$ cat src/rtl/mem_pkg.sv
// Shared definitions for the MEM stage: op field layout, size codes, FSM states
// and exception bit positions.
package mem_pkg;

  typedef struct packed {
    logic       ld;
    logic       st;
    logic       uns;
    logic [1:0] size;
  } mem_op_t;

  localparam logic [1:0] SZ_B = 2'd0;
  localparam logic [1:0] SZ_H = 2'd1;
  localparam logic [1:0] SZ_W = 2'd2;
  localparam logic [1:0] SZ_D = 2'd3;

  typedef enum logic [2:0] {
    ST_IDLE,
    ST_REQ,
    ST_WAIT,
    ST_DONE,
    ST_DRAIN
  } mem_state_t;

  localparam int EXCP_ADEL = 0;
  localparam int EXCP_ADES = 1;

  // Low address bits that must be zero for a naturally aligned access.
  function automatic logic [2:0] align_mask(input logic [1:0] size);
    case (size)
      SZ_B:    return 3'b000;
      SZ_H:    return 3'b001;
      SZ_W:    return 3'b011;
      default: return 3'b111;
    endcase
  endfunction

endpackage

$ cat src/rtl/mem_lane_align.sv
// Byte-lane steering for the data bus: store enables/replication and load
// extract with sign or zero extension.
module mem_lane_align
  import mem_pkg::*;
#(
  parameter  int DATA_W = 32,
  localparam int NB     = DATA_W / 8,
  localparam int LB     = $clog2(NB)
) (
  input  logic [LB-1:0]     lane,
  input  logic [1:0]        size,
  input  logic              uns,
  input  logic [DATA_W-1:0] st_data,
  input  logic [DATA_W-1:0] rd_data,
  output logic [NB-1:0]     be,
  output logic [DATA_W-1:0] st_lanes,
  output logic [DATA_W-1:0] ld_data
);

  logic [DATA_W-1:0] shifted;
  logic [DATA_W-1:0] low_mask;
  logic              sgn;

  always_comb begin
    int nbytes;
    int nbits;
    nbytes   = 1 << size;
    // D on a 32-bit bus is caught by the top-level assertion; clamp to stay in range.
    if (nbytes > NB) nbytes = NB;
    nbits    = 8 * nbytes;
    be       = NB'(((1 << nbytes) - 1) << lane);
    st_lanes = '0;
    for (int i = 0; i < NB; i++)
      st_lanes[8*i +: 8] = st_data[8*(i % nbytes) +: 8];
    shifted  = rd_data >> {lane, 3'b000};
    low_mask = {DATA_W{1'b1}} >> (DATA_W - nbits);
    sgn      = ~uns & shifted[nbits-1];
    ld_data  = (shifted & low_mask) | ({DATA_W{sgn}} & ~low_mask);
  end

endmodule

$ cat src/rtl/mem_access_stage.sv
// MEM pipeline stage: holds one EX result, runs loads/stores over a req/gnt +
// rvalid bus, flags misalignment, forwards to ID and hands results to WB.
module mem_access_stage
  import mem_pkg::*;
#(
  parameter  int DATA_W = 32,
  parameter  int ADDR_W = 32,
  parameter  int RF_AW  = 5,
  localparam int NB     = DATA_W / 8,
  localparam int LB     = $clog2(NB)
) (
  input  logic              clk,
  input  logic              rst,
  input  logic              flush,
  input  logic              in_valid,
  output logic              in_ready,
  input  logic [ADDR_W-1:0] in_pc,
  input  logic [4:0]        in_op,
  input  logic [ADDR_W-1:0] in_addr,
  input  logic [DATA_W-1:0] in_wdata,
  input  logic              in_rf_we,
  input  logic [RF_AW-1:0]  in_rf_waddr,
  input  logic [DATA_W-1:0] in_ex_result,
  output logic              dbus_req,
  output logic              dbus_wr,
  output logic [ADDR_W-1:0] dbus_addr,
  output logic [NB-1:0]     dbus_be,
  output logic [DATA_W-1:0] dbus_wdata,
  input  logic              dbus_gnt,
  input  logic              dbus_rvalid,
  input  logic [DATA_W-1:0] dbus_rdata,
  output logic              out_valid,
  input  logic              out_ready,
  output logic [ADDR_W-1:0] out_pc,
  output logic              out_rf_we,
  output logic [RF_AW-1:0]  out_rf_waddr,
  output logic [DATA_W-1:0] out_rf_wdata,
  output logic [1:0]        out_excp,
  output logic [ADDR_W-1:0] out_badvaddr,
  output logic              fwd_we,
  output logic [RF_AW-1:0]  fwd_waddr,
  output logic [DATA_W-1:0] fwd_wdata,
  output logic              fwd_pending
);

  mem_state_t        state_q, state_d;
  mem_op_t           in_o, pl_op;
  logic [ADDR_W-1:0] pl_pc, pl_addr, pl_badvaddr;
  logic [DATA_W-1:0] pl_wdata, pl_result;
  logic              pl_rf_we;
  logic [RF_AW-1:0]  pl_waddr;
  logic [1:0]        pl_excp;

  logic              in_mem, in_mis, acc, is_req, is_done;
  logic [1:0]        in_excp;
  mem_state_t        acc_state;
  logic [NB-1:0]     al_be;
  logic [DATA_W-1:0] al_wdata, al_ldata;

  assign in_o      = mem_op_t'(in_op);
  assign in_mem    = in_o.ld | in_o.st;
  assign in_mis    = in_mem & (|(in_addr[2:0] & align_mask(in_o.size)));
  assign in_excp   = in_mis ? (in_o.ld ? 2'b01 : 2'b10) : 2'b00;
  assign acc_state = (in_mem & ~in_mis) ? ST_REQ : ST_DONE;

  assign is_req   = (state_q == ST_REQ);
  assign is_done  = (state_q == ST_DONE);
  assign in_ready = rst & ((state_q == ST_IDLE) | (is_done & out_ready));
  assign acc      = in_valid & in_ready & ~flush;

  always_comb begin
    state_d = state_q;
    case (state_q)
      ST_IDLE:  if (acc) state_d = acc_state;
      ST_REQ: begin
        if (flush)         state_d = (dbus_gnt & pl_op.ld) ? ST_DRAIN : ST_IDLE;
        else if (dbus_gnt) state_d = pl_op.ld ? ST_WAIT : ST_DONE;
      end
      ST_WAIT: begin
        if (flush)            state_d = dbus_rvalid ? ST_IDLE : ST_DRAIN;
        else if (dbus_rvalid) state_d = ST_DONE;
      end
      ST_DONE: begin
        if (flush)          state_d = ST_IDLE;
        else if (out_ready) state_d = acc ? acc_state : ST_IDLE;
      end
      ST_DRAIN: if (dbus_rvalid) state_d = ST_IDLE;
      default:  state_d = ST_IDLE;
    endcase
  end

  always_ff @(posedge clk or negedge rst) begin
    if (!rst) state_q <= ST_IDLE;
    else      state_q <= state_d;
  end

  always_ff @(posedge clk or negedge rst) begin
    if (!rst) begin
      pl_pc       <= '0;
      pl_op       <= '0;
      pl_addr     <= '0;
      pl_wdata    <= '0;
      pl_rf_we    <= 1'b0;
      pl_waddr    <= '0;
      pl_result   <= '0;
      pl_excp     <= '0;
      pl_badvaddr <= '0;
    end else if (acc) begin
      pl_pc       <= in_pc;
      pl_op       <= in_o;
      pl_addr     <= in_addr;
      pl_wdata    <= in_wdata;
      pl_rf_we    <= in_rf_we;
      pl_waddr    <= in_rf_waddr;
      pl_result   <= in_ex_result;
      pl_excp     <= in_excp;
      pl_badvaddr <= in_mis ? in_addr : '0;
    end else if ((state_q == ST_WAIT) && dbus_rvalid && !flush) begin
      pl_result   <= al_ldata;
    end
  end

  mem_lane_align #(.DATA_W(DATA_W)) u_align (
    .lane     (pl_addr[LB-1:0]),
    .size     (pl_op.size),
    .uns      (pl_op.uns),
    .st_data  (pl_wdata),
    .rd_data  (dbus_rdata),
    .be       (al_be),
    .st_lanes (al_wdata),
    .ld_data  (al_ldata)
  );

  // Bus fields are driven only while requesting so they read zero otherwise.
  assign dbus_req   = is_req;
  assign dbus_wr    = is_req & pl_op.st;
  assign dbus_addr  = is_req ? {pl_addr[ADDR_W-1:LB], {LB{1'b0}}} : '0;
  assign dbus_be    = is_req ? al_be : '0;
  assign dbus_wdata = (is_req & pl_op.st) ? al_wdata : '0;

  assign out_valid    = is_done;
  assign out_pc       = pl_pc;
  assign out_rf_we    = pl_rf_we & ~|pl_excp;
  assign out_rf_waddr = pl_waddr;
  assign out_rf_wdata = pl_result;
  assign out_excp     = pl_excp;
  assign out_badvaddr = pl_badvaddr;

  assign fwd_we      = is_done & pl_rf_we & ~|pl_excp;
  assign fwd_waddr   = pl_waddr;
  assign fwd_wdata   = pl_result;
  assign fwd_pending = (is_req | (state_q == ST_WAIT)) & pl_op.ld & pl_rf_we;

  a_no_dword_on_32: assert property (@(posedge clk) disable iff (!rst)
    (in_valid && in_ready && (in_o.ld || in_o.st) && in_o.size == SZ_D) |-> (DATA_W == 64));

endmodule
$ cat config.mk
export PLATFORM = sky130hd
export DESIGN_NAME = mem_access_stage
export DESIGN_NICKNAME = d
export VERILOG_FILES = /design/src/rtl/mem_pkg.sv /design/src/rtl/mem_lane_align.sv /design/src/rtl/mem_access_stage.sv
export SDC_FILE = /design/constraint.sdc
export NUM_CORES = 1
export LEC_CHECK = 0
export ABC_AREA = 1
export BUFFER_PORTS_ARGS = -buffer_cell sky130_fd_sc_hd__buf_4
export CAP_MARGIN = 0
export CELL_PAD_IN_SITES_DETAIL_PLACEMENT = 0
export CELL_PAD_IN_SITES_GLOBAL_PLACEMENT = 1
export CORE_ASPECT_RATIO = 0.75
export CORE_UTILIZATION = 33
export DETAILED_ROUTE_END_ITERATION = 8
export HOLD_SLACK_MARGIN = 0.06
export PLACE_DENSITY = 0.89
export REMOVE_ABC_BUFFERS = 1
export SLEW_MARGIN = 30
export SYNTH_ARGS = -nofsm -noshare
export SYNTH_HDL_FRONTEND = slang
export SYNTH_SLANG_ARGS = --single-unit
$ cat constraint.sdc
create_clock -name clk -period 3.8 [get_ports clk]
set_input_delay 0.76 -clock clk [delete_from_list [all_inputs] [get_ports clk]]
set_output_delay 0.76 -clock clk [all_outputs]
set_load 0.05 [all_outputs]
; Yosys cells after proc, flatten, opt, wreduce, memory -nomap -nowiden
; Index checks and enable logic that the tools add are counted.
[totals]
regBits = 176
inputBits = 178
out_inout_bits = 215
wordCells = 104
[classes]
addsub = 3
n_div = 4
order_cmp = 2
n_eq_ne = 11
shifts = 9
n_mux = 27
bitwise = 25
reduce_logical = 10
[op_table]
columns = op, n
row1 = $mux 32, 6
row2 = $shiftx 32x32->8, 4
row3 = $and 32x32->32, 2
row4 = $mod 3x32->32 const A, 2
row5 = $sub 32x2->32 const B, 2
row6 = $gt 32x4->1 const B, 1
row7 = $lt 32x7->1 const B, 1
row8 = $mod 1x32->32 const A, 1
row9 = $mod 2x32->32 const A, 1
row10 = $not 32->32, 1
row11 = $or 32x32->32, 1
row12 = $shl 1x2->32 const A, 1
row13 = $shl 1x32->32 const A, 1
row14 = $shl 32x2->4, 1
row15 = $shr 32x32->32 const A, 1
row16 = $shr 32x5->32, 1
row17 = $sub 7x32->32 const A, 1
row18 = $mux 3, 10
row19 = $pmux 3 s5, 1
row20 = $and 1x1->1, 14
row21 = $ne 3x3->1 const B, 3
row22 = $pmux 3 s3, 1
row23 = $mux 2, 4
row24 = $eq 3x2->1 const B, 2
row25 = other kinds (19), 28

; Depth between registers and ports, before layout
; Gate-level depths: netlist of the first run.
[depth]
word_depth = 12
mapped_depth = 14
ltp_nobuf = 12

; Modules after synthesis
; From an unflattened synthesis of the first run, not the netlist that was laid out.
[hier_totals]
cells_unflattened = 1352
hier_area_um2 = 9665.5
[by_module_without_submodules]
columns = mod, n_inst, cells_each, area_each_um2
row1 = mem_access_stage, 1, 988, 7996.4
row2 = mem_lane_align, 1, 364, 1669.1

; Worst setup path before layout of the first run
; Ideal clock, no wire load.
[synth_path]
kind = register to output
startpoint = register pl_op[1] (netlist name)
endpoint = output port dbus_wdata[29]
t_arrival_ps = 2988
required_ps = 3040
slack_ps = 52
path_stages_with_launch = 11
n_path_buf = 1
cell_sequence = dfrtp_1 -> nor2_4 -> inv_2 -> clkbuf_1 -> ha_1 -> inv_2 -> nor2_2 -> inv_2 -> o21ai_0 -> a21oi_1 -> a211oi_1
[synth_via]
elab_chain_cells = 6
[synth_lines]
columns = element, line_no
row1 = from (decl), mem_access_stage.sv:47  ; mem_op_t in_o, pl_op;
row2 = from (signal assigned), mem_access_stage.sv:110  ; pl_op <= in_o;
row3 = $shl 1x2->32 *, mem_lane_align.sv:27  ; nbytes = 1 << size;
row4 = $gt 32x4->1, mem_lane_align.sv:29  ; if (nbytes > NB) nbytes = NB;
row5 = $mux 32 *, mem_lane_align.sv:29
row6 = $mod 3x32->32 *, mem_lane_align.sv:34  ; st_lanes[8*i +: 8] = st_data[8*(i % nbytes) +: 8];
row7 = $shiftx 32x32->8 *, mem_lane_align.sv:34
row8 = $mux 32 *, mem_access_stage.sv:139  ; assign dbus_wdata = (is_req & pl_op.st) ? al_wdata : '0;
row9 = to (decl), mem_access_stage.sv:28  ; output logic [DATA_W-1:0] dbus_wdata,
; Every way passes the cells marked *; elsewhere a longest branch is shown, timed or not.

; Worst setup path after layout of the first run
[layout_path]
startpoint = register pl_op[1] (netlist name)
endpoint = output port dbus_wdata[7]
[layout_via]
elab_chain_cells = 6
[layout_lines]
columns = element, line_no
row1 = $shl 1x2->32 *, mem_lane_align.sv:27
row2 = $gt 32x4->1, mem_lane_align.sv:29
row3 = $mux 32 *, mem_lane_align.sv:29
row4 = $mod 1x32->32 *, mem_lane_align.sv:34
row5 = $shiftx 32x32->8 *, mem_lane_align.sv:34
row6 = $mux 32 *, mem_access_stage.sv:139
; Marked as above.

==> results of run 1 <==
## power groups by stage
stage | Clock [uW] | Sequential (uW) | Combinational (uW)
2_1_floorplan | 0 | 5540 | 3220
3_3_place_gp | 0 | 3320 | 8110
3_5_place_dp | 0 | 3330 | 8180
4_1_cts | 1800 | 3320 | 8200
5_1_grt | 1890 | 3430 | 8810
6_report | 1740 | 3320 | 8210
## final cells by class
type,count,area (um2),area share (%)
Sequential cell,176,4404,34.72
Multi-Input combinational cell,829,3717,29.31
Timing Repair Buffer,407,3082,24.29
Inverter,122,465.4,3.669
Tap cell,351,439.2,3.462
Clock buffer,18,429.2,3.383
Clock inverter,14,147.6,1.164
## per-layer routing
layer	up-vias	routed length, um
met1	4315	14090
met3	26	2525
met5	-	0
met4	0	459
met2	342	14210
li1	4507	-
## worst paths after layout
path                            cells past startpoint  slack, ps            startpoint                        end
worst max-delay path                               11        260  pl_op[1]$_DFFE_PN0P_              dbus_wdata[7]
worst min-delay path                                1        210                   rst  fwd_wdata[13]$_DFFE_PN0P_
worst max register to register                     12       1200  pl_op[1]$_DFFE_PN0P_  fwd_wdata[21]$_DFFE_PN0P_
worst min register to register                      2        490  pl_op[3]$_DFFE_PN0P_       pl_op[3]$_DFFE_PN0P_
max in group asynchronous                           3       2130                   rst     pl_addr[3]$_DFFE_PN0P_
min in group clk                                    2        490  pl_op[3]$_DFFE_PN0P_       pl_op[3]$_DFFE_PN0P_
## timing repair
item,CTS,global route
resized for setup,2,6
cloned,0,0
hold buffers,0,0
endpoints found under the setup margin,9,16
## cells by family after synthesis
family                     count (synthesis)  share of synthesized area, %
and+or+nand+nor                          568                         24.84
AOI/OAI and AO/OA                        256                         14.86
buffers and inverters                    229                         11.95
DFF                                      176                         47.90
adders and majority gates                  3                        0.4083
other                                      1                       0.04079
## state kept, by name, indices dropped and copies added (netlist names)
register / flops
fwd_waddr: 5
fwd_wdata: 32
out_badvaddr: 32
out_excp: 2
out_pc: 32
pl_addr: 32
pl_op: 5
pl_rf_we: 1
pl_wdata: 32
state_q: 3
## layout by cell type, fill, tap and decap left out, types with 2 or more instances in the layout
cell	count
sky130_fd_sc_hd__nand2_1	431
sky130_fd_sc_hd__buf_4	405
sky130_fd_sc_hd__dfrtp_1	176
sky130_fd_sc_hd__o21ai_0	136
sky130_fd_sc_hd__inv_1	112
sky130_fd_sc_hd__nor2_1	63
sky130_fd_sc_hd__a21oi_1	52
sky130_fd_sc_hd__nand3_1	51
sky130_fd_sc_hd__o21ai_1	32
sky130_fd_sc_hd__a211oi_1	18
sky130_fd_sc_hd__clkbuf_16	17
sky130_fd_sc_hd__a31oi_1	8
sky130_fd_sc_hd__nor3_1	6
sky130_fd_sc_hd__inv_2	5
sky130_fd_sc_hd__o21ai_2	5
sky130_fd_sc_hd__nand3_2	5
sky130_fd_sc_hd__nand2_2	4
sky130_fd_sc_hd__clkinv_4	4
sky130_fd_sc_hd__inv_4	3
sky130_fd_sc_hd__clkinv_8	3
sky130_fd_sc_hd__inv_8	3
sky130_fd_sc_hd__o211ai_1	2
sky130_fd_sc_hd__clkinv_1	2
sky130_fd_sc_hd__ha_1	2
sky130_fd_sc_hd__conb_1	2
sky130_fd_sc_hd__inv_6	2
## per-stage QoR
stage | setup TNS (ps) | worst slack [ps] | util (%) | instances
after floorplan | -5258 | -362.6 | - | 1127
after global placement | 0 | 344.3 | 44.33 | 1884
after detailed placement | 0 | 259.5 | 44.33 | 1884
after CTS | 0 | 90.70 | 46.48 | 1916
after global routing | 0 | 90.12 | 46.64 | 1917
final | 0 | 261.7 | 46.64 | 1917
==> impl_metrics.json, run 1 <==
{
  "status": "completed",
  "hold-worst-slack_ps": 206.7,
  "max_cap_viols": 0,
  "worst_slew_pin_slew_ps": 858.1,
  "timing.fmax_mhz": 282.6,
  "port_buffers": 390,
  "cts.repair_timing.setup_buffer_count": 0,
  "global_route.overflow_total": 0,
  "floorplan.io_pins": 393,
  "global_route.peak_usage_layer": "met2",
  "slowest_stage_delay_cp_ps": 430,
  "irDropWorstVdd_v": 0.0005858,
  "global_route_wire_length_before_repair_mm": 49.07,
  "worst-path-max-fanout": 9,
  "drcViolationCount": 0,
  "place_area_mm2": 0.01206,
  "worstHoldPathType": "in -> async",
  "gr-usage-all-layers_pct": 21.77,
  "yosysWarningCount": 0,
  "drtPass1Iterations": 5,
  "grt_setup_unrepaired": "no",
  "p_sw_uw": 7342,
  "hpwlAfterDp_mm": 22.52,
  "synthFlopType": "sky130_fd_sc_hd__dfrtp_1",
  "cts_tree": "done",
  "design_area_mm2": 0.01268,
  "flow.area_growth_from_synthesis_pct": 37.97,
  "worst-path-buf-inv": 5,
  "synth_sequential_area_ratio_pct": 47.90,
  "layout.nets": 1734,
  "detailedRoute.firstIterationViolations": 589,
  "clk-insertion-delay-late_ps": 430,
  "met3_track_utilization_from_global_routing_pct": 6.422,
  "finalWorstPathRequiredPeriod_ps": 3538,
  "netlist_area_mm2": 0.009194,
  "num_antenna_cells": 0,
  "postSynth.asyncResetShare_pct": 100.0,
  "drive_gt1_share_pct": 29.82,
  "global_route.usage.met2_pct": 33.39,
  "cts.sink_count": 176,
  "netlist_top_cells_area": "sky130_fd_sc_hd__dfrtp_1, sky130_fd_sc_hd__nand2_1, sky130_fd_sc_hd__o21ai_0",
  "ys_top_cells_by_count": "sky130_fd_sc_hd__nand2_1, sky130_fd_sc_hd__dfrtp_1, sky130_fd_sc_hd__o21ai_0, sky130_fd_sc_hd__inv_1, sky130_fd_sc_hd__nor2_1",
  "grt_max_degree": 97,
  "cts-htree-levels": 4,
  "synth_edf_count": 0,
  "maximum_count_of_clock_buffers_along_a_single_path": 2,
  "yosys.area.top_type": "sky130_fd_sc_hd__dfrtp_1",
  "cts.clk_slew.worst_paths_ps": 70,
  "yosysTopAreaCellShare_pct": 47.90,
  "clock_skew_ps": 8.694,
  "part_of_the_power_in_the_clock_network_pct": 13.1,
  "final.period_utilization_pct": 93.11,
  "crit_arrival_ps": 2780,
  "critical_path.endpoint_type": "primary output",
  "cp_data_required_time_ps": 3040,
  "ctsRootBufferMaster": "sky130_fd_sc_hd__clkbuf_16",
  "synth_seq_cells": 176,
  "filler_cell_count": 2720,
  "initial_core_util_pct": 33.81,
  "p_per_area_mw_per_mm2": 1046,
  "route.detailed.wl_per_inst_um": 16.32,
  "switching_share_of_total_power_pct": 55.32,
  "relSlewSlack_pct": 42.79,
  "cpMaxStageDelayCell": "sky130_fd_sc_hd__dfrtp_1",
  "fin_total_pwr_uw": 13270,
  "worst_setup_path_start_kind": "flip-flop",
  "critPathTopFamily": "buffers and inverters",
  "path_class": "reg -> out",
  "drtAntennaViolNets": 0,
  "slew_viol_final": 0,
  "core_box_area_mm2": 0.02720,
  "comb_power_share_pct": 61.9,
  "critical_path.cell_chain": "inv_1 > nand2_1 > ha_4 > inv_2 > nor2_2 > buf_4 > inv_2 > o21ai_0 > o21ai_2 > a21oi_1 > buf_4",
  "synth.most_common_cell": "sky130_fd_sc_hd__nand2_1",
  "number_of_global_route_vias_before_repair": 8854,
  "vias": 9190,
  "setup_viol_count_final": 0,
  "drt-total-wl_mm": 31.28,
  "gr-usage-met1_pct": 29.95,
  "syn-mean-instance-area_um2": 7.456,
  "viasPerCell": 4.794,
  "netlist-cell-type-count": 36,
  "die_w_um": 194.7,
  "synthesis.instances": 1233,
  "leakage_uw": 0.006941,
  "std_cell_rows": 52,
  "p_int_uw": 5929,
  "seq_power_share_pct": 25.0,
  "globalplace.congestion": 0.9074,
  "die_h_um": 146.6,
  "dieArea_mm2": 0.02854,
  "cts_buffers": 17,
  "grt_antenna_before_repair": 0,
  "finalHoldViolCount": 0
}
Note: power is estimated with default switching activity, not from simulation.
==> inputs of run 2 (changes only) <==
--- a/config.mk
+++ b/config.mk
@@ -15,7 +15,6 @@
 export DETAILED_ROUTE_END_ITERATION = 8
 export HOLD_SLACK_MARGIN = 0.06
 export PLACE_DENSITY = 0.89
-export REMOVE_ABC_BUFFERS = 1
 export SLEW_MARGIN = 30
 export SYNTH_ARGS = -nofsm -noshare
 export SYNTH_HDL_FRONTEND = slang
==> impl_metrics.json, run 2 (synthesis results as in run 1) <==
{
  "placed_instances": 1883,
  "critical-path-top-cell-by-count": "sky130_fd_sc_hd__nand2_1",
  "finalHoldViolCount": 0,
  "worst-path-max-fanout": 12,
  "drt-total-wl_mm": 32.06,
  "global_route.peak_usage_layer": "met2",
  "met3_track_utilization_from_global_routing_pct": 7.138,
  "final_cell_mix": "sky130_fd_sc_hd__nand2_1, sky130_fd_sc_hd__buf_4, sky130_fd_sc_hd__dfrtp_1",
  "port_buffers": 390,
  "status": "completed",
  "viasPerCell": 4.832,
  "vias": 9253,
  "timing.fmax_mhz": 285.2,
  "floorplan.io_pins": 393,
  "critical_path.cell_chain": "inv_1 > nand2_1 > ha_1 > inv_2 > nand2_1 > nand2_1 > o21ai_2 > nand2_2 > a21oi_1 > o21ai_0 > a21oi_1 > buf_4",
  "num_antenna_cells": 0,
  "clock_skew_ps": 16.42,
  "grt_max_degree": 140,
  "final.period_utilization_pct": 92.26,
  "worstHoldPathType": "in -> async",
  "crit_arrival_ps": 2750,
  "global_route.overflow_total": 0,
  "cp_data_required_time_ps": 3040,
  "setup.reg_to_reg.worst_slack_ps": 1300,
  "flow.area_growth_from_synthesis_pct": 37.92,
  "route.detailed.wl_per_inst_um": 16.74,
  "globalplace.congestion": 0.9005,
  "worst_setup_path_start_kind": "flip-flop",
  "initial_core_util_pct": 33.81,
  "slowest_stage_delay_cp_ps": 440,
  "critical_path.endpoint_type": "primary output",
  "filler_cell_count": 2720,
  "path_class": "reg -> out",
  "drive_gt1_share_pct": 29.73,
  "cts_tree": "done",
  "instances_no_fill": 1915,
  "design_area_mm2": 0.01268,
  "std_cell_rows": 52,
  "drtPass1Iterations": 7,
  "clk-insertion-delay-late_ps": 440,
  "cts.clk_slew.worst_paths_ps": 80,
  "critPathTopFamily": "compound AO/OA/AOI/OAI gates",
  "cts.repair_timing.setup_buffer_count": 0,
  "irDropWorstVdd_v": 0.0006067,
  "cts-htree-levels": 4,
  "die_w_um": 194.7,
  "maximum_count_of_clock_buffers_along_a_single_path": 2,
  "slew_viol_final": 0,
  "number_of_global_route_vias_before_repair": 8803,
  "setup_viol_count_final": 0,
  "cts.sink_count": 176,
  "die_h_um": 146.6,
  "global_route_wire_length_before_repair_mm": 49.69,
  "worst_slew_pin_slew_ps": 1027,
  "mostFrequentLayoutCell": "sky130_fd_sc_hd__nand2_1",
  "finalWorstPathRequiredPeriod_ps": 3506,
  "fin_setup_tns_ps": 0,
  "gr-usage-all-layers_pct": 22.20,
  "cts_buffers": 17,
  "ctsRootBufferMaster": "sky130_fd_sc_hd__clkbuf_16",
  "max_cap_viols": 0,
  "hpwlAfterDp_mm": 23.28,
  "dieArea_mm2": 0.02854,
  "core_box_area_mm2": 0.02720,
  "cpMaxStageDelayCell": "sky130_fd_sc_hd__dfrtp_1",
  "worst-path-buf-inv": 3,
  "drtAntennaViolNets": 0,
  "relSlewSlack_pct": 31.54,
  "drcViolationCount": 0,
  "detailedRoute.firstIterationViolations": 616,
  "leakage_uw": 0.006930,
  "grt_setup_unrepaired": "no",
  "cts.hold.buffers_added": 0,
  "layout.nets": 1732,
  "grt_antenna_before_repair": 0,
  "place_area_mm2": 0.01209,
  "global_route.usage.met2_pct": 34.46,
  "gr-usage-met1_pct": 30.21,
  "p_per_area_mw_per_mm2": 1045
}
## run 2: changes by cell type in the layout (fill, tap and decap cells not counted), sizes merged
cell      delta
clkbuf       +1
clkinv       -4
clkinvlp     +2
inv          +1
buf          -2
## run 2: layout make-up
class | instances | area, um2 | area share [%]
Clock buffer | 19 | 442.9 | 3.493
Clock inverter | 13 | 142.6 | 1.125
Inverter | 122 | 460.4 | 3.631
Multi-Input combinational cell | 829 | 3705 | 29.22
Sequential cell | 176 | 4405 | 34.74
Tap cell | 351 | 439.2 | 3.464
Timing Repair Buffer | 405 | 3084 | 24.32
## run 2: stage by stage
step,total power [uW],setup WS [ps],util (%),hold slack [ps]
after floorplan,9143,52.35,-,449.2
after global placement,11400,715.6,44.44,463.6
after detailed placement,11480,589.7,44.44,466.9
after CTS,13300,98.70,46.60,482.7
after global routing,14040,77.12,46.62,490.4
final,13250,294.3,46.62,481.5
## run 2: path summary, 6_finish.rpt
kind | from | end | cells past startpoint
setup / recovery | pl_op[1]$_DFFE_PN0P_ | dbus_wdata[2] | 12
hold / removal | rst | pl_op[4]$_DFFE_PN0P_ | 2
setup reg to reg | state_q[1]$_DFFE_PN0P_ | fwd_wdata[28]$_DFFE_PN0P_ | 8
hold reg to reg | out_pc[5]$_DFFE_PN0P_ | out_pc[5]$_DFFE_PN0P_ | 2
max in group asynchronous | rst | out_pc[20]$_DFFE_PN0P_ | 3
min in group clk | out_pc[5]$_DFFE_PN0P_ | out_pc[5]$_DFFE_PN0P_ | 2
## run 2: repair_timing
action                     4_1_cts  5_1_grt
resized for setup                0        2
hold endpoints to repair         0        0
setup endpoints to repair        0       14
## run 2: report_power, final
group,switching (uW),leakage [uW],internal (uW)
clock network,886,0.000276,895
registers,617,0.00222,2740
logic,5820,0.00443,2290
## run 2: metal layers
layer | routed length [um] | part of all wire, % | vias to the layer above
li1 | - | - | 4502
met1 | 14500 | 45 | 4380
met2 | 14490 | 45 | 350
met3 | 2757 | 8.6 | 21
met4 | 312 | 0.97 | 0
met5 | 0 | 0 | -
